[config.mk]
export PLATFORM = sky130hd
export DESIGN_NAME = restriction_sweep_driver
export DESIGN_NICKNAME = d
export VERILOG_FILES = /design/src/rtl/restriction_pkg.sv /design/src/rtl/misr_accum.sv /design/src/rtl/restriction_sweep_driver.sv
export SDC_FILE = /design/constraint.sdc
export NUM_CORES = 1
export LEC_CHECK = 0
export ABC_AREA = 1
export CORE_MARGIN = 5
export CORE_UTILIZATION = 40
export CTS_CLUSTER_DIAMETER = 100
export DETAILED_ROUTE_END_ITERATION = 16
export GPL_TIMING_DRIVEN = 0
export PLACE_DENSITY = 0.63
export SETUP_SLACK_MARGIN = 0.2
export SYNTH_ARGS = -nofsm -noshare
export SYNTH_HDL_FRONTEND = slang
export SYNTH_SLANG_ARGS = --single-unit
[constraint.sdc]
create_clock -name clk -period 3.73 [get_ports clk]
set_clock_uncertainty 0.05 [all_clocks]
set_input_delay 0.373 -clock clk [delete_from_list [all_inputs] [get_ports clk]]
set_output_delay 0.373 -clock clk [all_outputs]
set_load 0.03 [all_outputs]
[src/rtl/restriction_pkg.sv]
// restriction_pkg
//   Shared definitions for the restriction sweep driver:
//     MISR_POLY      - feedback polynomial of the response MISR (CRC-32 poly)
//     state_e        - sweep FSM states
//     lowest_set_idx - index of the least significant set bit of a word,
//                      used to pick which basis vector a Gray-code step flips
package restriction_pkg;

  localparam logic [31:0] MISR_POLY = 32'h04C11DB7;

  typedef enum logic [1:0] {
    IDLE = 2'd0,
    RUN  = 2'd1,
    DONE = 2'd2
  } state_e;

  // Returns 0 for v == 0. Callers only pass non-zero values.
  function automatic logic [4:0] lowest_set_idx(input logic [31:0] v);
    lowest_set_idx = 5'd0;
    for (int i = 31; i >= 0; i--) begin
      if (v[i]) lowest_set_idx = 5'(i);
    end
  endfunction

endpackage

[src/rtl/misr_accum.sv]
// misr_accum
//   Response compactor: ones counter plus MISR over a single-bit stream.
//   Ports:
//     clk, rst_n  - clock, async active-low reset
//     clr_i       - synchronous clear of both accumulators (wins over en_i)
//     en_i        - accumulate bit_i this cycle
//     bit_i       - response bit
//     ones_o      - number of accumulated ones
//     sig_o       - MISR state
module misr_accum
  import restriction_pkg::*;
#(
  parameter int CW    = 9,
  parameter int SIG_W = 32
) (
  input  logic             clk,
  input  logic             rst_n,
  input  logic             clr_i,
  input  logic             en_i,
  input  logic             bit_i,
  output logic [CW-1:0]    ones_o,
  output logic [SIG_W-1:0] sig_o
);

  localparam logic [SIG_W-1:0] POLY = SIG_W'(MISR_POLY);

  logic [CW-1:0]    ones_q, ones_d;
  logic [SIG_W-1:0] sig_q,  sig_d;

  always_comb begin
    ones_d = ones_q;
    sig_d  = sig_q;
    if (clr_i) begin
      ones_d = '0;
      sig_d  = '0;
    end else if (en_i) begin
      ones_d = ones_q + CW'(bit_i);
      sig_d  = {sig_q[SIG_W-2:0], 1'b0}
             ^ (sig_q[SIG_W-1] ? POLY : '0)
             ^ SIG_W'(bit_i);
    end
  end

  always_ff @(posedge clk or negedge rst_n) begin
    if (!rst_n) begin
      ones_q <= '0;
      sig_q  <= '0;
    end else begin
      ones_q <= ones_d;
      sig_q  <= sig_d;
    end
  end

  assign ones_o = ones_q;
  assign sig_o  = sig_q;

endmodule

[src/rtl/restriction_sweep_driver.sv]
// restriction_sweep_driver
//   Walks every point of the affine subspace b0 ^ span(b1..bK) in Gray-code
//   order, presents each point on x_out with a valid/ready handshake, and
//   compacts the returned y_in bits into a ones count and a MISR signature.
//   Ports:
//     clk, rst_n         - clock, async active-low reset (clears basis file too)
//     cfg_we/idx/data    - basis write port; idx 0 = offset b0, 1..K = b1..bK
//     start              - begin a sweep (ignored while busy)
//     x_out, x_valid     - current point and its valid
//     x_ready            - consumer accept; transfer = x_valid & x_ready
//     y_in               - function response for x_out, sampled on transfer
//     busy, done         - sweep running / last sweep finished
//     ones_count         - count of transfers with y_in = 1
//     signature          - MISR over the y_in stream
module restriction_sweep_driver
  import restriction_pkg::*;
#(
  parameter int N_IN  = 23,
  parameter int K     = 8,
  parameter int SIG_W = 32
) (
  input  logic                     clk,
  input  logic                     rst_n,
  input  logic                     cfg_we,
  input  logic [$clog2(K+1)-1:0]   cfg_idx,
  input  logic [N_IN-1:0]          cfg_data,
  input  logic                     start,
  output logic [N_IN-1:0]          x_out,
  output logic                     x_valid,
  input  logic                     x_ready,
  input  logic                     y_in,
  output logic                     busy,
  output logic                     done,
  output logic [K:0]               ones_count,
  output logic [SIG_W-1:0]         signature
);

  localparam int IW = $clog2(K+1);

  state_e state_q, state_d;

  logic [K:0][N_IN-1:0] basis_q;
  logic [K-1:0]         cnt_q, cnt_d, cnt_inc;
  logic [N_IN-1:0]      x_q, x_d;
  logic [4:0]           flip_bit;
  logic [IW-1:0]        step_idx;
  logic                 start_acc, xfer, last;

  assign start_acc = start && (state_q != RUN);
  assign xfer      = (state_q == RUN) && x_ready;
  assign last      = (cnt_q == {K{1'b1}});

  // Gray code: going from n to n+1 flips the bit at the lowest set bit of
  // n+1, so exactly one basis vector is XORed in per step.
  assign cnt_inc  = cnt_q + 1'b1;
  assign flip_bit = lowest_set_idx(32'(cnt_inc));
  assign step_idx = IW'(flip_bit + 5'd1);

  // ---------------- FSM: state register ----------------
  always_ff @(posedge clk or negedge rst_n) begin
    if (!rst_n) state_q <= IDLE;
    else        state_q <= state_d;
  end

  // ---------------- FSM: next state ----------------
  always_comb begin
    state_d = state_q;
    case (state_q)
      IDLE, DONE: if (start)        state_d = RUN;
      RUN:        if (xfer && last) state_d = DONE;
      default:                      state_d = IDLE;
    endcase
  end

  // ---------------- FSM: outputs ----------------
  always_comb begin
    busy    = 1'b0;
    x_valid = 1'b0;
    done    = 1'b0;
    case (state_q)
      RUN:     begin busy = 1'b1; x_valid = 1'b1; end
      DONE:    done = 1'b1;
      default: ;
    endcase
  end

  // ---------------- basis / offset file ----------------
  // Starting on the same edge as a write uses the old b0: the start path
  // reads basis_q before the non-blocking write lands.
  always_ff @(posedge clk or negedge rst_n) begin
    if (!rst_n) begin
      basis_q <= '0;
    end else if (cfg_we && (state_q != RUN) && (cfg_idx <= IW'(K))) begin
      basis_q[cfg_idx] <= cfg_data;
    end
  end

  // ---------------- point generator ----------------
  always_comb begin
    cnt_d = cnt_q;
    x_d   = x_q;
    if (start_acc) begin
      cnt_d = '0;
      x_d   = basis_q[0];
    end else if (xfer && !last) begin
      cnt_d = cnt_inc;
      x_d   = x_q ^ basis_q[step_idx];
    end
  end

  always_ff @(posedge clk or negedge rst_n) begin
    if (!rst_n) begin
      cnt_q <= '0;
      x_q   <= '0;
    end else begin
      cnt_q <= cnt_d;
      x_q   <= x_d;
    end
  end

  assign x_out = x_q;

  // ---------------- response compaction ----------------
  misr_accum #(
    .CW    (K+1),
    .SIG_W (SIG_W)
  ) u_acc (
    .clk    (clk),
    .rst_n  (rst_n),
    .clr_i  (start_acc),
    .en_i   (xfer),
    .bit_i  (y_in),
    .ones_o (ones_count),
    .sig_o  (signature)
  );

endmodule

# Word level (Yosys, flattened, before mapping)
# Cells that the tools add are included.
# word_totals
regBits	281
input_bits	33
out_inout_bits	67
# op_classes
add_sub_neg	3
magnitude_cmp	4
n_eq_ne	6
muxes	27
bitwise_logic	3
reduce_logical	13
# op_table
cell	n
207-bit bitwise mux	1
23-bit binary-select mux with 4-bit select	1
23-bit demux with 4-bit select	1
23-bit two-way mux	4
32-bit two-way mux	2
32-bit by 1-bit XOR with 32-bit output	1
32-bit XOR	1
27-bit two-way mux	1
23-bit XOR	1
9-bit two-way mux	2
4-bit two-way mux	4
8-bit two-way mux	2
3-bit two-way mux	4
4-bit by 5-bit < comparator with 1-bit output (second input constant)	2
9-bit by 1-bit adder with 9-bit output	1
8-bit by 1-bit adder with 8-bit output (second input constant)	1
8-bit equality test (second input constant)	1
1-bit logical AND	7
4-bit by 1-bit adder with 4-bit output (second input constant)	1
4-bit by 1-bit >= comparator with 1-bit output (second input constant)	1
4-bit less-or-equal comparator (second input constant)	1
2-bit two-way mux	2
2-bit by 1-bit != test with 1-bit output (second input constant)	2
2-bit case mux with 2 select lines	1
9 further kinds	11

# Logic depth before layout (Yosys ltp)
# logic_depth
ltp_word	15
depth_mapped	28
mapped_depth_nobuf	24

# Cells and area by module
# A second synthesis with hierarchy kept.
# unflattened
hier_cells	1681
area_unflattened_um2	13499.2
# modules_own_cells
module	n_inst	cells_per_inst	area_each_um2	seq_area_each_um2
restriction_sweep_driver	1	1490	11705.0	6005.8
misr_accum	1	191	1794.2	1026.0

# Worst setup path after synthesis
# OpenSTA, ideal clock, no wires.
# synth_timing
path_kind	register -> register
from	register cnt_q[1]
to	register x_q[15], in the netlist x_out[15]
arrival_ns	2.991
t_required_ns	3.563
setup_slack_ns	0.572
stages_incl_launch_ff	25
n_path_buf	4
synth_period_minus_slack_ns	3.158
path_cell_list	dfrtp_1 > ha_1 > nand3_1 > o21ai_1 > nand2_1 > nand2_1 > nand2_1 > nand2_1 > nand2_2 > nand2_4 > nand2_4 > nand2_2 > buf_6 > buf_6 > inv_1 > ha_1 > clkbuf_1 > buf_1 > nand3_1 > nand3_1 > nand3_1 > nand3_1 > nand3_1 > nand2_1 > nand2_1
# synth_via
elab_chain_cells	15
word_cells_on_any_way	19
# synth_lines
item	line	rtl
start, declared	restriction_sweep_driver.sv:43	logic [K-1:0] cnt_q, cnt_d, cnt_inc;
start signal, assigned	restriction_sweep_driver.sv:116	cnt_q <= cnt_d;
8-bit by 1-bit adder with 8-bit output	restriction_sweep_driver.sv:55	assign cnt_inc = cnt_q + 1'b1;
3-bit two-way mux (4 in series)	restriction_pkg.sv:21	if (v[i]) lowest_set_idx = 5'(i);
4-bit two-way mux (4 in series)	restriction_pkg.sv:21	
4-bit by 1-bit adder with 4-bit output	restriction_sweep_driver.sv:57	assign step_idx = IW'(flip_bit + 5'd1);
23-bit binary-select mux with 4-bit select	restriction_sweep_driver.sv:107	x_d = x_q ^ basis_q[step_idx];
23-bit two-way mux (implied by the code)	restriction_sweep_driver.sv:107	
23-bit XOR	restriction_sweep_driver.sv:107	
23-bit two-way mux	restriction_sweep_driver.sv:105	end else if (xfer && !last) begin
23-bit two-way mux	restriction_sweep_driver.sv:102	if (start_acc) begin
end signal, assigned	restriction_sweep_driver.sv:114	x_q <= '0;
end signal, assigned	restriction_sweep_driver.sv:117	x_q <= x_d;
end, declared	restriction_sweep_driver.sv:44	logic [N_IN-1:0] x_q, x_d;
# Several ways; a longest one is shown, not always the timed one. The select of a mux whose other input is x is not followed.
# A chain may end at the register's enable or synchronous reset.

# Worst setup path after layout
# layout_timing
from	register cnt_q[1]
to	register x_q[8], in the netlist x_out[8]
# The elaborated chain is that of the path after synthesis.

==> results by group <==
Hold path
  – Min-delay worst type: input port to flip-flop
  – Worst Hold Launch: start

Timing
  – Final hold violations: 0
  – Measured slew at the worst slew-check pin: 0.8311 ns
  – RSZ-0062 raised after global routing: true
  – Final worst path period share: 0.8875
  – # setup viols final: 0
  – Max_slew headroom: 0.4459
  – Crit path time final: 3.311 ns
  – FMAX: 302.1 MHz
  – Final Max Tran Viols: 0

Floorplanning
  – DIE AREA: 37290 sq um
  – Num ports: 100
  – Die Width: 193.1 microns
  – Initial core utilization: 0.4030
  – Die height: 193.1 microns
  – CORE AREA: 33280 sq um
  – Std-Cell Rows: 67

Route
  – First DRT Iteration DRCs: 928
  – DR vias/cell: 5.220
  – DRT Wirelength: 38150 microns
  – Routed WL per cell: 16.60 microns
  – DR DRC count: 0
  – First-pass DRT Iterations: 5
  – Routed Antenna Nets: 0
  – Vias: 12.00k

Finish
  – Fill cells: 3242
  – Share of layout cells above drive strength 1: 0.07405
  – Layout area overhead: 21.85%
  – Sequential cell area: 7032 sq um
  – Diodes inserted: 0
  – Post-route core utilization: 0.4910
  – Area occupied by multi-input gates: 5667 sq um
  – Non-Filler Instances: 2298
  – Nets@finish: 1865

Global route
  – GRT met3 Usage: 0.02665
  – Vias in the first global route: 11.63k
  – Met2 Use GR: 0.3322
  – Grt peak-use layer: met2
  – First-pass GRT wire length: 62630 microns
  – Met1 usage: 0.3013
  – Initial antenna violation count: 0
  – Total GRT Usage: 0.2065
  – Grt ovf: 0
  – Pin count of the biggest net entering global routing: 109

Power
  – Leak: 7.508 nW
  – Peak supply drop: 0.0004849 V
  – Pwr dens: 913.3 nW/um^2

Worst setup path
  – Reg2Reg Launch Point: cnt_q[1]
  – Crit path kind: flip-flop to flip-flop
  – Worst setup SP type: flip-flop
  – CP Max Fanout: 10
  – Crit path arrival time: 3.70 ns
  – Critical Path Source: cnt_q[1]
  – Critical Path RT: 4.12 ns
  – Crit. End Element: flip-flop

Synthesis
  – Distinct cells, synth: 30
  – Syn Area/Cell: 7.931 sq um
  – Seq/Total Area, Yosys: 0.5243
  – Post-synth net total: 1728
  – Seq cells post-synth: 281
  – Syn. warnings: 0
  – Synthesized area: 13410 sq um
  – Syn Inst Count: 1691

Placement
  – Port Buf Inserts: 99
  – Detailed placement HPWL: 28220 microns
  – Number of cells after detailed placement: 2240
  – Gpl congestion: 0.8897

Clock tree
  – CTS Buffer Depth: 3
  – Total CTS buffers: 31
  – CTS root buf: clkbuf_16
  – Clock Sink Count: 281
  – CTS tree: built
  – H-tree depth: 1
  – Clock-pin transition on the worst setup and hold timing paths: 0.06 ns
  – Worst skew pair latency: 0.55 ns

Outcome
  – Status: finished clean

Job
  – Max-cap viol count: 0
[what timing repair did]
item,4_1_cts,5_1_grt
hold endpoints to repair,106,0
pin swaps,0,3
setup endpoints to repair,23,23
resized for setup,19,61
setup buffers,1,1
hold buffers,1,0
[per-stage QoR]
| stage | TNS [ns] | instance area (sq um) | hold WS [ns] | total power (W) | setup WS (ns) |
|---|---|---|---|---|---|
| global placement | -2809.21 | 14960 | 0.4159 | 0.01114 | -10.03 |
| detailed placement | -5.685 | 15020 | 0.4233 | 0.01126 | -0.3138 |
| global route | 0 | 16340 | 0.4086 | 0.01601 | 0.1715 |
| finish | 0 | 16340 | 0.3905 | 0.01492 | 0.4195 |
| CTS | 0 | 16080 | 0.3716 | 0.01443 | 0.2134 |
| floorplan | 0 | 13410 | 0.02741 | 0.008933 | 0.5718 |
[layer usage]
metal | share of wire | up-vias
met4 | 0.019 | 0
li1 | - | 5844
met3 | 0.068 | 55
met1 | 0.46 | 5731
met5 | 0 | -
met2 | 0.45 | 366
[critical path, stage by stage (launching register included)]
cell and delay (ns):
dfrtp_1 0.40, ha_4 0.16, nand3_1 0.12, o21ai_2 0.19
nand2_2 0.07, nand2_1 0.06, nand2_1 0.05, nand2_1 0.07
nand2_2 0.06, nand2_4 0.10, nand2_8 0.08, nand2_4 0.09
buf_12 0.15, buf_8 0.13, inv_1 0.07, ha_4 0.16
or2_4 0.27, nand2_8 0.10, inv_4 0.09, buf_6 0.15
nand3_1 0.08, nand3_1 0.16, nand3_1 0.13, nand3_1 0.08
nand2_1 0.08, nand2_1 0.04
[final cells by class]
type,count,area share
Inverter,97,0.02274
Multi-Input combinational cell,1205,0.3468
Buffer,108,0.03928
Timing Repair Buffer,104,0.06584
Clock inverter,9,0.006202
Sequential cell,281,0.4303
Clock buffer,46,0.05459
Tap cell,448,0.03430
[synth_stat cells, drive strengths merged]
library cell / count / area share
a21oi: 7 / 0.0026
and2: 1 / 0.00065
and3: 1 / 0.00047
buf: 39 / 0.021
clkbuf: 69 / 0.019
clkinv: 1 / 0.00028
dfrtp: 281 / 0.52
ha: 4 / 0.0037
inv: 96 / 0.027
nand2: 534 / 0.15
nand3: 323 / 0.12
nor2: 54 / 0.015
nor3: 6 / 0.0031
o21a: 1 / 0.00056
o21ai: 235 / 0.088
o22ai: 21 / 0.0098
or2: 2 / 0.0011
xnor2: 14 / 0.0091
xor2: 2 / 0.0013
[placed cells by master (no fill, tap or decap), types with 3 or more instances in the layout]
| cell | n |
|---|---|
| nand2_1 | 528 |
| nand3_1 | 294 |
| dfrtp_1 | 281 |
| o21ai_0 | 232 |
| clkdlybuf4s50_1 | 98 |
| inv_1 | 92 |
| clkbuf_1 | 75 |
| nor2_1 | 52 |
| clkbuf_16 | 31 |
| nand3_2 | 29 |
| buf_6 | 21 |
| o22ai_1 | 21 |
| xnor2_1 | 14 |
| buf_4 | 10 |
| a21oi_1 | 7 |
| clkbuf_8 | 6 |
| nor3_1 | 5 |
| buf_2 | 5 |
| clkinv_2 | 5 |
| buf_1 | 4 |
| buf_8 | 3 |
[sequential cells by signal, summed over array words and instances, names as in the netlist]
register,flops
u_acc.ones_o,9
basis_q,207
cnt_q,8
u_acc.sig_o,32
state_q,2
x_out,23
[logic make-up (layout without fill, tap and decap cells)]
logic type,count (synthesis),after routing,share of synthesized area
AOI/OAI and AO/OA,264,264,0.1007
xor gates and xnor gates,16,16,0.01045
adders and majority gates,4,4,0.003732
buffers and inverters,205,364,0.06764
DFF,281,281,0.5243
and+or+nand+nor,921,921,0.2932
[power breakdown]
group	internal, W	switching, W	total [W]
combinational	0.00297	0.00490	0.00787
clock	0.00178	0.00122	0.00300
sequential	0.00362	0.000445	0.00406
total	0.00836	0.00656	0.0149
[worst paths after layout]
path                            depth (start not counted)              end  slack (ns)
worst min-delay path                                    3       state_q[0]        0.39
worst max register to register                         25         x_out[8]        0.42
worst max-delay path                                   25         x_out[8]        0.42
min in group asynchronous                               2  u_acc.sig_o[23]        0.44
worst min register to register                          2     basis_q[109]        0.43
max in group asynchronous                               3      basis_q[92]        2.15
(Power assumes the default switching activity.)
